==> config.mk <==
export PLATFORM = sky130hd
export DESIGN_NAME = ltl_monitor_cluster_agg
export DESIGN_NICKNAME = d
export VERILOG_FILES = /design/src/rtl/ltl_monitor_cluster_agg.sv
export SDC_FILE = /design/constraint.sdc
export NUM_CORES = 1
export LEC_CHECK = 0
export BUFFER_PORTS_ARGS = -buffer_cell sky130_fd_sc_hd__buf_2
export CAP_MARGIN = 10
export CORE_MARGIN = 3
export CORE_UTILIZATION = 55
export DETAILED_ROUTE_END_ITERATION = 10
export PLACE_DENSITY = 0.87
export SETUP_SLACK_MARGIN = 0.05
export SYNTH_ARGS = -nofsm -noshare
export SYNTH_HDL_FRONTEND = slang
export SYNTH_SLANG_ARGS = --single-unit
export TNS_END_PERCENT = 5
==> constraint.sdc <==
create_clock -name clk -period 6.9 [get_ports clk]
set_clock_uncertainty 0.05 [all_clocks]
set_input_delay 1.035 -clock clk [delete_from_list [all_inputs] [get_ports clk]]
set_output_delay 1.035 -clock clk [all_outputs]
set_load 0.005 [all_outputs]
==> src/rtl/ltl_monitor_cluster_agg.sv <==
// ltl_monitor_cluster_agg
//   Aggregation and reporting stage for one runtime-monitor cluster. It
//   OR-reduces the per-property report taps, qualifies them with run and an
//   enable mask, and then does four things with the qualified hits:
//   - keeps sticky flags;
//   - keeps saturating hit counters, one per property;
//   - captures the first violation;
//   - drives a level interrupt with an acknowledge.
//
// Ports
//   clk, reset     clock, asynchronous active-high reset
//   run            qualifies taps and advances the free-running timestamp
//   symbols        symbol vector, sampled on the first violation
//   taps           raw taps, property p at [p*NUM_TAPS +: NUM_TAPS]
//   prop_en        per-property enable mask
//   clear          synchronous clear of sticky/counters/capture/irq
//   irq_ack        interrupt acknowledge
//   sel_prop       hit-counter readback index
//   prop_live      unqualified per-property OR of taps (combinational)
//   prop_sticky    sticky violation flags
//   hit_count      counter of sel_prop, one cycle behind the counter
//   first_valid/first_id/first_ts/first_sym   first-violation capture
//   irq            level interrupt
module ltl_monitor_cluster_agg #(
  parameter int SYM_W     = 8,
  parameter int NUM_PROPS = 11,
  parameter int NUM_TAPS  = 4,
  parameter int TS_W      = 16,
  parameter int HC_W      = 8,
  parameter int ID_W      = (NUM_PROPS > 1) ? $clog2(NUM_PROPS) : 1
) (
  input  logic                          clk,
  input  logic                          reset,
  input  logic                          run,
  input  logic [SYM_W-1:0]              symbols,
  input  logic [NUM_PROPS*NUM_TAPS-1:0] taps,
  input  logic [NUM_PROPS-1:0]          prop_en,
  input  logic                          clear,
  input  logic                          irq_ack,
  input  logic [ID_W-1:0]               sel_prop,
  output logic [NUM_PROPS-1:0]          prop_live,
  output logic [NUM_PROPS-1:0]          prop_sticky,
  output logic [HC_W-1:0]               hit_count,
  output logic                          first_valid,
  output logic [ID_W-1:0]               first_id,
  output logic [TS_W-1:0]               first_ts,
  output logic [SYM_W-1:0]              first_sym,
  output logic                          irq
);

  localparam logic [HC_W-1:0] HC_MAX = {HC_W{1'b1}};

  logic [NUM_PROPS-1:0] qhit;
  logic [TS_W-1:0]      ts_reg;
  logic [HC_W-1:0]      cnt_reg [NUM_PROPS];
  logic [HC_W-1:0]      sel_cnt;
  logic [ID_W-1:0]      low_id;
  logic                 any_qhit;
  logic                 new_sticky;

  assign qhit       = prop_live & prop_en & {NUM_PROPS{run}};
  assign any_qhit   = |qhit;
  // A hit on a property that is not yet sticky is what raises the interrupt.
  assign new_sticky = |(qhit & ~prop_sticky);

  genvar gi;
  generate
    for (gi = 0; gi < NUM_PROPS; gi++) begin : g_prop
      assign prop_live[gi] = |taps[gi*NUM_TAPS +: NUM_TAPS];

      // Sticky flag: a same-cycle hit wins over clear.
      always_ff @(posedge clk or posedge reset) begin
        if (reset) begin
          prop_sticky[gi] <= 1'b0;
        end else if (clear) begin
          prop_sticky[gi] <= qhit[gi];
        end else if (qhit[gi]) begin
          prop_sticky[gi] <= 1'b1;
        end
      end

      // Saturating hit counter; clear with a same-cycle hit restarts at 1.
      always_ff @(posedge clk or posedge reset) begin
        if (reset) begin
          cnt_reg[gi] <= '0;
        end else if (clear) begin
          cnt_reg[gi] <= qhit[gi] ? HC_W'(1) : '0;
        end else if (qhit[gi] && (cnt_reg[gi] != HC_MAX)) begin
          cnt_reg[gi] <= cnt_reg[gi] + HC_W'(1);
        end
      end
    end
  endgenerate

  // Lowest-index qualified hit: scan downwards so the lowest index wins.
  always_comb begin
    low_id = '0;
    for (int p = NUM_PROPS - 1; p >= 0; p--) begin
      if (qhit[p]) low_id = ID_W'(p);
    end
  end

  // Readback mux; indices beyond the property count read as zero.
  always_comb begin
    sel_cnt = '0;
    for (int p = 0; p < NUM_PROPS; p++) begin
      if (sel_prop == ID_W'(p)) sel_cnt = cnt_reg[p];
    end
  end

  always_ff @(posedge clk or posedge reset) begin
    if (reset) begin
      ts_reg    <= '0;
      hit_count <= '0;
    end else begin
      if (run) ts_reg <= ts_reg + TS_W'(1);
      hit_count <= sel_cnt;
    end
  end

  // First-violation capture. A clear re-arms the capture in the same cycle,
  // so an event coinciding with clear is captured rather than lost.
  always_ff @(posedge clk or posedge reset) begin
    if (reset) begin
      first_valid <= 1'b0;
      first_id    <= '0;
      first_ts    <= '0;
      first_sym   <= '0;
    end else if ((!first_valid || clear) && any_qhit) begin
      first_valid <= 1'b1;
      first_id    <= low_id;
      first_ts    <= ts_reg;
      first_sym   <= symbols;
    end else if (clear) begin
      first_valid <= 1'b0;
      first_id    <= '0;
      first_ts    <= '0;
      first_sym   <= '0;
    end
  end

  // Interrupt: a new-sticky event has priority over both clear and ack.
  always_ff @(posedge clk or posedge reset) begin
    if (reset) begin
      irq <= 1'b0;
    end else if (new_sticky) begin
      irq <= 1'b1;
    end else if (clear || irq_ack) begin
      irq <= 1'b0;
    end
  end

endmodule

==> impl_metrics.tcl, run 1 <==
set metrics [dict create \
    ir_worst_vdd_uv 182 \
    critical_path_class "input pin to flop" \
    gp_congestion 0.959 \
    ff_latch_area_um2 3830 \
    cts_root_buf "clkbuf_16" \
    synth.distinct_cells 65 \
    cp.arrival_ns 3.48 \
    syn_inst 857 \
    ios 132 \
    post_cts_buffers 0 \
    p_per_area_nw_per_um2 236 \
    r2r_start "cnt_reg[80]" \
    first_global_vias 6752 \
    largest_reg_flops 88 \
    preCtsSetupSlack_ns 2.96 \
    ctsResizeCount 0 \
    die_area_um2 16700 \
    grt_pass1_wl_mm 34.4 \
    drc 0 \
    dp_hpwl_mm 15.1 \
    synth_mux_area_share_pct 7.36 \
    cts.sinks 153 \
    leakage_nw 4.39 \
    drt_iter0_markers 919 \
    tns_ns 0 \
    worstHoldStart "ts_reg[9]" \
    hp-class "flop to flop" \
    synthSimpleGateAreaFrac_pct 22.4 \
    setup_viol 0 \
    htreeDepth 4 \
    routed_wl_mm 21.5 \
    crit_fanout 32 \
    antenna_left 0 \
    synth_fp_nets 941 \
    yosysTopAreaCell "dfrtp_1" \
    drive_gt1_share_pct 19.1 \
    cts_hold_buf 0 \
    syn_area_um2 8360 \
    synth_edf_count 0 \
    synth_top_family_by_area "simple AND/OR/NAND/NOR gates" \
    p_int_mw 1.67 \
    status "finished clean" \
    setup.worst_path.start "run" \
    rows 44 \
    post_drt_wl_per_cell_um 18.5 \
    synth_top_area_share_pct 45.8 \
    grt.overflow.total 0 \
    synth_most_common_cell "dfrtp_1" \
    synth_common_cells "153 x dfrtp_1, 89 x nor2_1, 60 x nand2_1" \
    numCtsBuffers 17 \
    async_flop_share_pct 100 \
    slew_violations 0 \
    clock_latency_ns 0.43 \
    io_buffers 131 \
    synth.area.top_cells "dfrtp_1 46%, nor2_1 4.0%, xnor2_1 4.0%" \
    fmax_mhz 310 \
    power_frac_seq_pct 45.0 \
    syn_to_final_growth_pct 16.2 \
    synth_xor_area_share_pct 7.33 \
    rsz0062_at_grt "no" \
    vias 7162 \
    place_area_um2 9090 \
    fin_crit_sh_pct 46.7 \
    grt_max_degree 90 \
    chipWidth_um 129 \
    fillerInstances 1129 \
    p_switching_uw 623 \
    final_nets 1052 \
    core-area_um2 14700 \
    switching_share_pct 27.2 \
    synth_ff_type "dfrtp_1" \
    avgViaCountPerCell 6.15 \
    synth-adder-area-share_pct 1.80 \
    yosysWarnings 0 \
    grt_util_all_layers_pct 26.1 \
    setup_slack_ns 3.68 \
    clk_pin_slew_ns 0.07 \
    yosysSeqAreaShare_pct 45.8 \
    pwr-share-comb_pct 13.0 \
    hold_viol_final 0 \
    pwr-share-clk_pct 41.9 \
    finalPower_mw 2.29 \
    clock_path_buffers 2 \
    end_kind "flop" \
    worstPathRequired_ns 7.16 \
    ys_ff_latch 153 \
    antenna_cells 0 \
    initial_utilization_pct 56.9 \
    synth_compound_area_share_pct 11.9 \
    cap_viol_max_count 0 \
    whs_ns 0.445 \
    cts_tree "built" \
    drt_first_pass_iters 5 \
    fin_crit_ns 3.22 \
    die_h_um 129 \
    antenna_found_initial 0 \
    multiInputGateArea_um2 4250 \
    fin_area_um2 9720 \
    slew_headroom_pct 31.8 \
    syn_avg_cell_area_um2 9.76 \
    setup.worst_path.start_class "input pin" \
    worst_slew_pin_slew_ns 1.02 \
]
## critical path, stage by stage
cell and delay [ns]:
buf_2 0.53, nand3_1 0.56, and3_1 0.37, a31o_1 0.37, buf_16 0.25, mux2_1 0.33
## worst paths after layout
kind                       slack [ns]            to  depth (start not counted)
hold / removal                   0.45     ts_reg[9]                          1
min in group asynchronous        0.71   cnt_reg[82]                          2
setup reg to reg                 4.52   cnt_reg[87]                          6
setup / recovery                 3.68  first_sym[3]                          6
max in group asynchronous        4.79  hit_count[1]                          3
hold reg to reg                  0.45     ts_reg[9]                          1
## power by group through the flow
stage                     Combinational (mW)  Clock [mW]  Sequential, mW
after floorplan                        0.189           0            1.03
after global placement                 0.282           0            1.04
after detailed placement               0.294           0            1.05
after CTS                              0.297       0.966            1.03
after global routing                   0.330        1.01            1.04
final                                  0.298       0.961            1.03
## stage by stage
stage          util, %  instances
2_1_floorplan        -        857
3_3_place_gp      61.8       1132
3_5_place_dp      61.8       1132
4_1_cts           65.9       1164
5_1_grt           66.1       1165
6_report          66.1       1165
## final cells by class
cell class / instances / area share (%)
clock buffers: 19 / 4.45
clock inverters: 13 / 1.73
inverters: 25 / 1.02
multi-input cells: 636 / 43.8
flip-flops and latches: 153 / 39.4
well taps: 184 / 2.37
repair buffers: 135 / 7.29
## logic make-up after synthesis
logic type / Yosys count
adder cells (fa/ha/maj): 12
flip-flops: 153
AO/OA/AOI/OAI: 144
XOR/XNOR: 70
AND/OR/NAND/NOR: 357
buffers and inverters: 68
multiplexers: 53
## metal layers
layer	global-route usage (%)	up-vias	routed length, µm
li1	-	3301	-
met4	10.3	0	617
met2	41.3	361	10200
met3	5.36	59	1760
met1	35.5	3441	8940
met5	0	-	0
## cell usage in the layout (no fill, tap or decap), types with 7 or more instances in the layout
cell / synthesis / routed
a21o_1: 11 / 11
dfrtp_1: 153 / 153
nand2_1: 60 / 60
o21ai_0: 31 / 31
and3_1: 16 / 16
xor2_1: 32 / 32
nor2_1: 89 / 89
xnor2_1: 38 / 38
and2_1: 8 / 8
nand4_1: 31 / 31
buf_2: 4 / 130
ha_1: 12 / 12
inv_1: 24 / 23
nor2b_1: 32 / 32
clkbuf_16: 0 / 17
nor4_1: 10 / 10
nand2b_1: 8 / 8
mux2_1: 26 / 26
a211oi_1: 7 / 7
nand3b_1: 9 / 9
o211ai_1: 10 / 10
nor3b_1: 7 / 7
o22ai_1: 10 / 10
a31oi_1: 7 / 7
nor3_1: 20 / 20
nand3_1: 40 / 40
a21oi_1: 23 / 23
mux2i_1: 21 / 21
or3_1: 7 / 7
(Power assumes the default switching activity.)
==> run 2: changes to the inputs <==
==> constraint.sdc (replaced) <==
create_clock -name clk -period 3 [get_ports clk]
set_clock_uncertainty 0.05 [all_clocks]
set_input_delay 0.45 -clock clk [delete_from_list [all_inputs] [get_ports clk]]
set_output_delay 0.45 -clock clk [all_outputs]
set_load 0.005 [all_outputs]
==> impl_metrics.tcl, run 2 (same netlist as run 1, synthesis figures left out) <==
set metrics [dict create \
    final_cell_mix "153 x dfrtp_1, 130 x buf_2, 89 x nor2_1" \
    critPathTopFamily "simple AND/OR/NAND/NOR gates" \
    cap_viol_max_count 0 \
    cts_tree "built" \
    drt_first_pass_iters 5 \
    path_buf_inv 2 \
    routed_wl_mm 22.3 \
    leakage_nw 4.51 \
    fillerInstances 1075 \
    end_kind "flop" \
    p_per_area_nw_per_um2 540 \
    cts.sinks 153 \
    slew_violations 0 \
    r2r_start "cnt_reg[64]" \
    ctsResizeCount 0 \
    grt_pass1_wl_mm 35.6 \
    syn_to_final_growth_pct 18.4 \
    io_buffers 131 \
    clk_pin_slew_ns 0.07 \
    whs_endpoint "first_sym[7]" \
    reg2reg_to "cnt_reg[68]" \
    htreeDepth 4 \
    ios 132 \
    core-area_um2 14700 \
    grt.overflow.total 0 \
    drive_gt1_share_pct 20.8 \
    cp.arrival_ns 2.54 \
    clock_path_buffers 2 \
    worstPathRequired_ns 3.26 \
    drt_iter0_markers 1013 \
    drc 0 \
    rr_worst_depth 6 \
    setup.worst_path.start_class "input pin" \
    path_cells "buf_2 > or4_1 > o2bb2ai_2 > nor3_4 > a31o_1 > buf_12 > mux2_1" \
    hold_viol_final 0 \
    layout_commonest_cell "dfrtp_1" \
    initial_utilization_pct 56.9 \
    ir_worst_vdd_uv 456 \
    final_nets 1073 \
    antenna_left 0 \
    slowest_delay_ns 0.61 \
    slew_headroom_pct 48.4 \
    worstHoldStart "symbols[7]" \
    setup_viol 0 \
    status "finished clean" \
    antenna_cells 0 \
    rsz0062_at_grt "no" \
    hp-class "input pin to flop" \
    die_h_um 129 \
    largest_reg_flops 88 \
    rrSetupSlack_ns 0.76 \
    vias 7440 \
    numCtsBuffers 17 \
    worst_slew_pin_slew_ns 0.773 \
    avgViaCountPerCell 6.27 \
    die_area_um2 16700 \
    dp_hpwl_mm 15.7 \
    rows 44 \
    whs_ns 0.175 \
    grt_util_all_layers_pct 27.2 \
    fin_crit_sh_pct 76.0 \
    final_util_pct 67.4 \
    cts_root_buf "clkbuf_16" \
    clock_latency_ns 0.43 \
    first_global_vias 6957 \
    holdPathStages 2 \
    post_cts_buffers 0 \
    grt_max_degree 84 \
    fin_crit_ns 2.28 \
    critical_path_class "input pin to flop" \
    chipWidth_um 129 \
    crit_fanout 26 \
    fmax_mhz 439 \
    critPathSlowestCell "or4_1" \
    post_drt_wl_per_cell_um 18.8 \
    antenna_found_initial 0 \
    gp_congestion 0.970 \
    tns_ns 0 \
]
-- run 2: changes by cell type in the layout (fill, tap and decap cells not counted), sizes merged --
cell | before | now
clkinv | 5 | 3
dlygate4sd3 | 0 | 1
clkinvlp | 2 | 3
clkbuf | 19 | 20
buf | 135 | 155
-- run 2: layer usage --
metal | vias up | routed length [µm] | GRT usage, %
li1 | 3351 | - | -
met1 | 3640 | 8980 | 36.0
met2 | 390 | 10800 | 43.9
met3 | 59 | 1950 | 6.47
met4 | 0 | 580 | 9.64
met5 | - | 0 | 0
-- run 2: repair_timing --
action | 4_1_cts | 5_1_grt
hold buffers | 1 | 0
endpoints found under the hold margin | 13 | 0
endpoints found under the setup margin | 0 | 0
-- run 2: worst max-delay path by stage --
stage	startpoint	endpoint	slack (ns)	depth (start not counted)
floorplan	reset	cnt_reg[0]	0.57	1
global placement	taps[29]	first_sym[5]	0.42	7
detailed placement	taps[17]	first_ts[11]	0.30	7
CTS	taps[17]	first_ts[11]	0.73	7
global route	cnt_reg[64]	cnt_reg[70]	0.61	6
finish	taps[17]	first_ts[2]	0.72	7
-- run 2: layout make-up --
cell class                      instances  area (µm²)  share of cell area (%)
Sequential cell                       153        3830                    38.7
Clock inverter                         12         163                    1.64
Inverter                               25        97.6                   0.986
Timing Repair Buffer                  156         873                    8.82
Clock buffer                           20         457                    4.61
Multi-Input combinational cell        636        4250                    42.9
Tap cell                              184         230                    2.32
-- run 2: per-stage QoR --
stage / instances / setup WS [ns] / instance area (µm²) / total power, mW
2_1_floorplan: 857 / 0.567 / 8370 / 2.80
3_3_place_gp: 1153 / 0.416 / 9270 / 3.06
3_5_place_dp: 1153 / 0.298 / 9270 / 3.10
4_1_cts: 1186 / 0.728 / 9900 / 5.35
5_1_grt: 1186 / 0.606 / 9900 / 5.55
6_report: 1186 / 0.720 / 9900 / 5.35
-- run 2: power by group --
part | switching [mW] | internal (mW) | total (mW)
clock network | 0.893 | 1.36 | 2.26
logic | 0.400 | 0.322 | 0.722
registers | 0.157 | 2.21 | 2.37
total | 1.45 | 3.90 | 5.35
==> run 3: changes to the inputs <==
--- a/config.mk
+++ b/config.mk
@@ -5,12 +5,13 @@
 export SDC_FILE = /design/constraint.sdc
 export NUM_CORES = 1
 export LEC_CHECK = 0
+export ABC_AREA = 1
 export BUFFER_PORTS_ARGS = -buffer_cell sky130_fd_sc_hd__buf_2
 export CAP_MARGIN = 10
 export CORE_MARGIN = 3
-export CORE_UTILIZATION = 55
+export CORE_UTILIZATION = 52
 export DETAILED_ROUTE_END_ITERATION = 10
-export PLACE_DENSITY = 0.87
+export PLACE_DENSITY = 0.86
 export SETUP_SLACK_MARGIN = 0.05
 export SYNTH_ARGS = -nofsm -noshare
 export SYNTH_HDL_FRONTEND = slang
==> constraint.sdc (replaced) <==
create_clock -name clk -period 1.9 [get_ports clk]
set_clock_uncertainty 0.05 [all_clocks]
set_input_delay 0.285 -clock clk [delete_from_list [all_inputs] [get_ports clk]]
set_output_delay 0.285 -clock clk [all_outputs]
set_load 0.005 [all_outputs]
==> impl_metrics.tcl, run 3 <==
set metrics [dict create \
    largest_reg_flops 88 \
    chipWidth_um 131 \
    syn_inst 1051 \
    antenna_left 0 \
    slew_violations 0 \
    syn_area_um2 8120 \
    synth_most_common_cell "nand2_1" \
    numCtsBuffers 17 \
    worstPathRequired_ns 2.16 \
    drive_gt1_share_pct 20.1 \
    die_h_um 131 \
    cts.sinks 153 \
    syn_avg_cell_area_um2 7.72 \
    synth-adder-area-share_pct 1.85 \
    antenna_cells 0 \
    cts_tree "built" \
    first_global_vias 7569 \
    ys_ff_latch 153 \
    synth_fp_nets 1135 \
    crit_fanout 7 \
    clock_latency_ns 0.44 \
    hold_viol_final 0 \
    finalPower_mw 8.51 \
    core-area_um2 15300 \
    worst_slew_pin_slew_ns 0.547 \
    critPathTopFamily "simple AND/OR/NAND/NOR gates" \
    synth_xor_area_share_pct 1.83 \
    post_cts_buffers 0 \
    highest_layer "met4" \
    p_int_mw 6.00 \
    cts_root_buf "clkbuf_16" \
    slowest_delay_ns 0.42 \
    drc 0 \
    final_cell_mix "278 x nand2_1, 153 x dfrtp_1, 131 x buf_2" \
    end_kind "flop" \
    io_buffers 131 \
    grt_pass1_wl_mm 35.8 \
    drt_first_pass_iters 5 \
    fmax_mhz 532 \
    synth_edf_count 0 \
    synth_top_area_share_pct 47.2 \
    yosysWarnings 0 \
    dr_wl_met3_mm 1.94 \
    pwr-share-clk_pct 40.5 \
    switching_share_pct 29.4 \
    setup_slack_ns 0.0199 \
    vias 8028 \
    setup.worst_path.start_class "flop" \
    dp_hpwl_mm 15.6 \
    yosysTopAreaCell "dfrtp_1" \
    synth.distinct_cells 43 \
    hp-class "input pin to flop" \
    grt_max_degree 87 \
    crit_top_cell "nand2_1" \
    status "finished clean" \
    fin_crit_sh_pct 99.0 \
    initial_utilization_pct 53.2 \
    synth_mux_area_share_pct 0 \
    r2r_start "cnt_reg[32]" \
    preCtsSetupSlack_ns -0.00456 \
    ir_worst_vdd_uv 695 \
    setup.worst_path.start "cnt_reg[32]" \
    wl_met1_mm 9.21 \
    async_flop_share_pct 100 \
    clock_path_buffers 2 \
    layout_commonest_cell "nand2_1" \
    antenna_found_initial 0 \
    critical_path_class "flop to flop" \
    path_cells "ha_1 > nand2_1 > nor3_2 > nor2_2 > nand2_1 > o21ai_0 > a21oi_1" \
    die_area_um2 17100 \
    ios 132 \
    drt_iter0_markers 855 \
    setup_viol 0 \
    final_nets 1299 \
    grt_util_all_layers_pct 26.5 \
    wl_met2_mm 10.7 \
    synthSimpleGateAreaFrac_pct 29.9 \
    critPathSlowestCell "dfrtp_1" \
    post_drt_wl_per_cell_um 15.6 \
    htreeDepth 4 \
    place_inst 1400 \
    slew_headroom_pct 63.4 \
    synth.area.top_cells "dfrtp_1 47%, nand2_1 13%, inv_1 5.8%" \
    synth_top_family_by_area "simple AND/OR/NAND/NOR gates" \
    leakage_nw 4.81 \
    synth_ff_type "dfrtp_1" \
    avgViaCountPerCell 5.58 \
    path_buf_inv 0 \
    clk_pin_slew_ns 0.07 \
    p_switching_mw 2.50 \
    layoutNonFillerInstCount 1439 \
    p_per_area_nw_per_um2 856 \
    cap_viol_max_count 0 \
    worstHoldStart "symbols[2]" \
    power_frac_seq_pct 44.3 \
    rsz0062_at_grt "yes" \
    pwr-share-comb_pct 15.2 \
    grt.overflow.total 0 \
    rows 45 \
    synth_common_cells "279 x nand2_1, 153 x dfrtp_1, 125 x inv_1" \
    gp_congestion 0.932 \
    fin_crit_ns 1.88 \
    synth_compound_area_share_pct 11.5 \
    cp.arrival_ns 2.14 \
    routed_wl_mm 22.4 \
    syn_to_final_growth_pct 22.5 \
    yosysSeqAreaShare_pct 47.2 \
]
## run 3: kinds of logic after synthesis
logic type	Yosys count
buf+inv	156
flops	153
compound gates	163
fa+ha+maj	12
simple gates	550
xor+xnor	17
## run 3: worst paths after layout
check | endpoint | slack (ns) | cells past startpoint
setup / recovery | cnt_reg[37] | 0.02 | 7
hold / removal | first_sym[2] | 0.02 | 3
setup reg to reg | cnt_reg[37] | 0.02 | 7
hold reg to reg | ts_reg[12] | 0.45 | 1
max in group asynchronous | cnt_reg[13] | 0.90 | 4
min in group asynchronous | prop_sticky[8] | 0.46 | 4
## run 3: per-stage QoR
stage / hold slack, ns / setup TNS, ns / util (%) / cell area (µm²)
after floorplan: 0.352 / -55.99 / - / 8120
after global placement: 0.388 / 0 / 60.2 / 9190
after detailed placement: 0.398 / -0.00456 / 60.2 / 9190
after CTS: 0.00816 / 0 / 64.7 / 9870
after global routing: 0.0364 / -0.0885 / 65.2 / 9940
final: 0.0206 / 0 / 65.2 / 9940
## run 3: tightest hold or removal path: stages
cell	delay (ns)
buf_2	0.07
nand2_1	0.04
nand2_1	0.06
## run 3: power by group through the flow
stage               registers (mW)  logic, mW  clock network, mW
finish                        3.77       1.30               3.44
global route                  3.79       1.45               3.60
CTS                           3.75       1.28               3.48
detailed placement            3.80       1.26                  0
global placement              3.79       1.21                  0
floorplan                     3.78      0.721                  0
## run 3: timing repair
item | 4_1_cts | 5_1_grt
endpoints found under the setup margin | 8 | 36
cloned | 0 | 0
hold buffers | 7 | 0
hold endpoints to repair | 116 | 0
pin swaps | 0 | 2
resized for setup | 4 | 17
## run 3: area by class of cell
type                            instances  area, µm²
Timing Repair Buffer                  169       1010
Fill cell                            1224       5320
Clock inverter                         14        163
Multi-Input combinational cell        742       3750
Clock buffer                           18        429
Inverter                              132        499
Tap cell                              211        264
Sequential cell                       153       3830
## run 3: metal layers
layer	global-route usage (%)	vias up
li1	-	3779
met5	0	-
met3	5.41	52
met2	43.7	450
met1	34.9	3747
met4	9.56	0
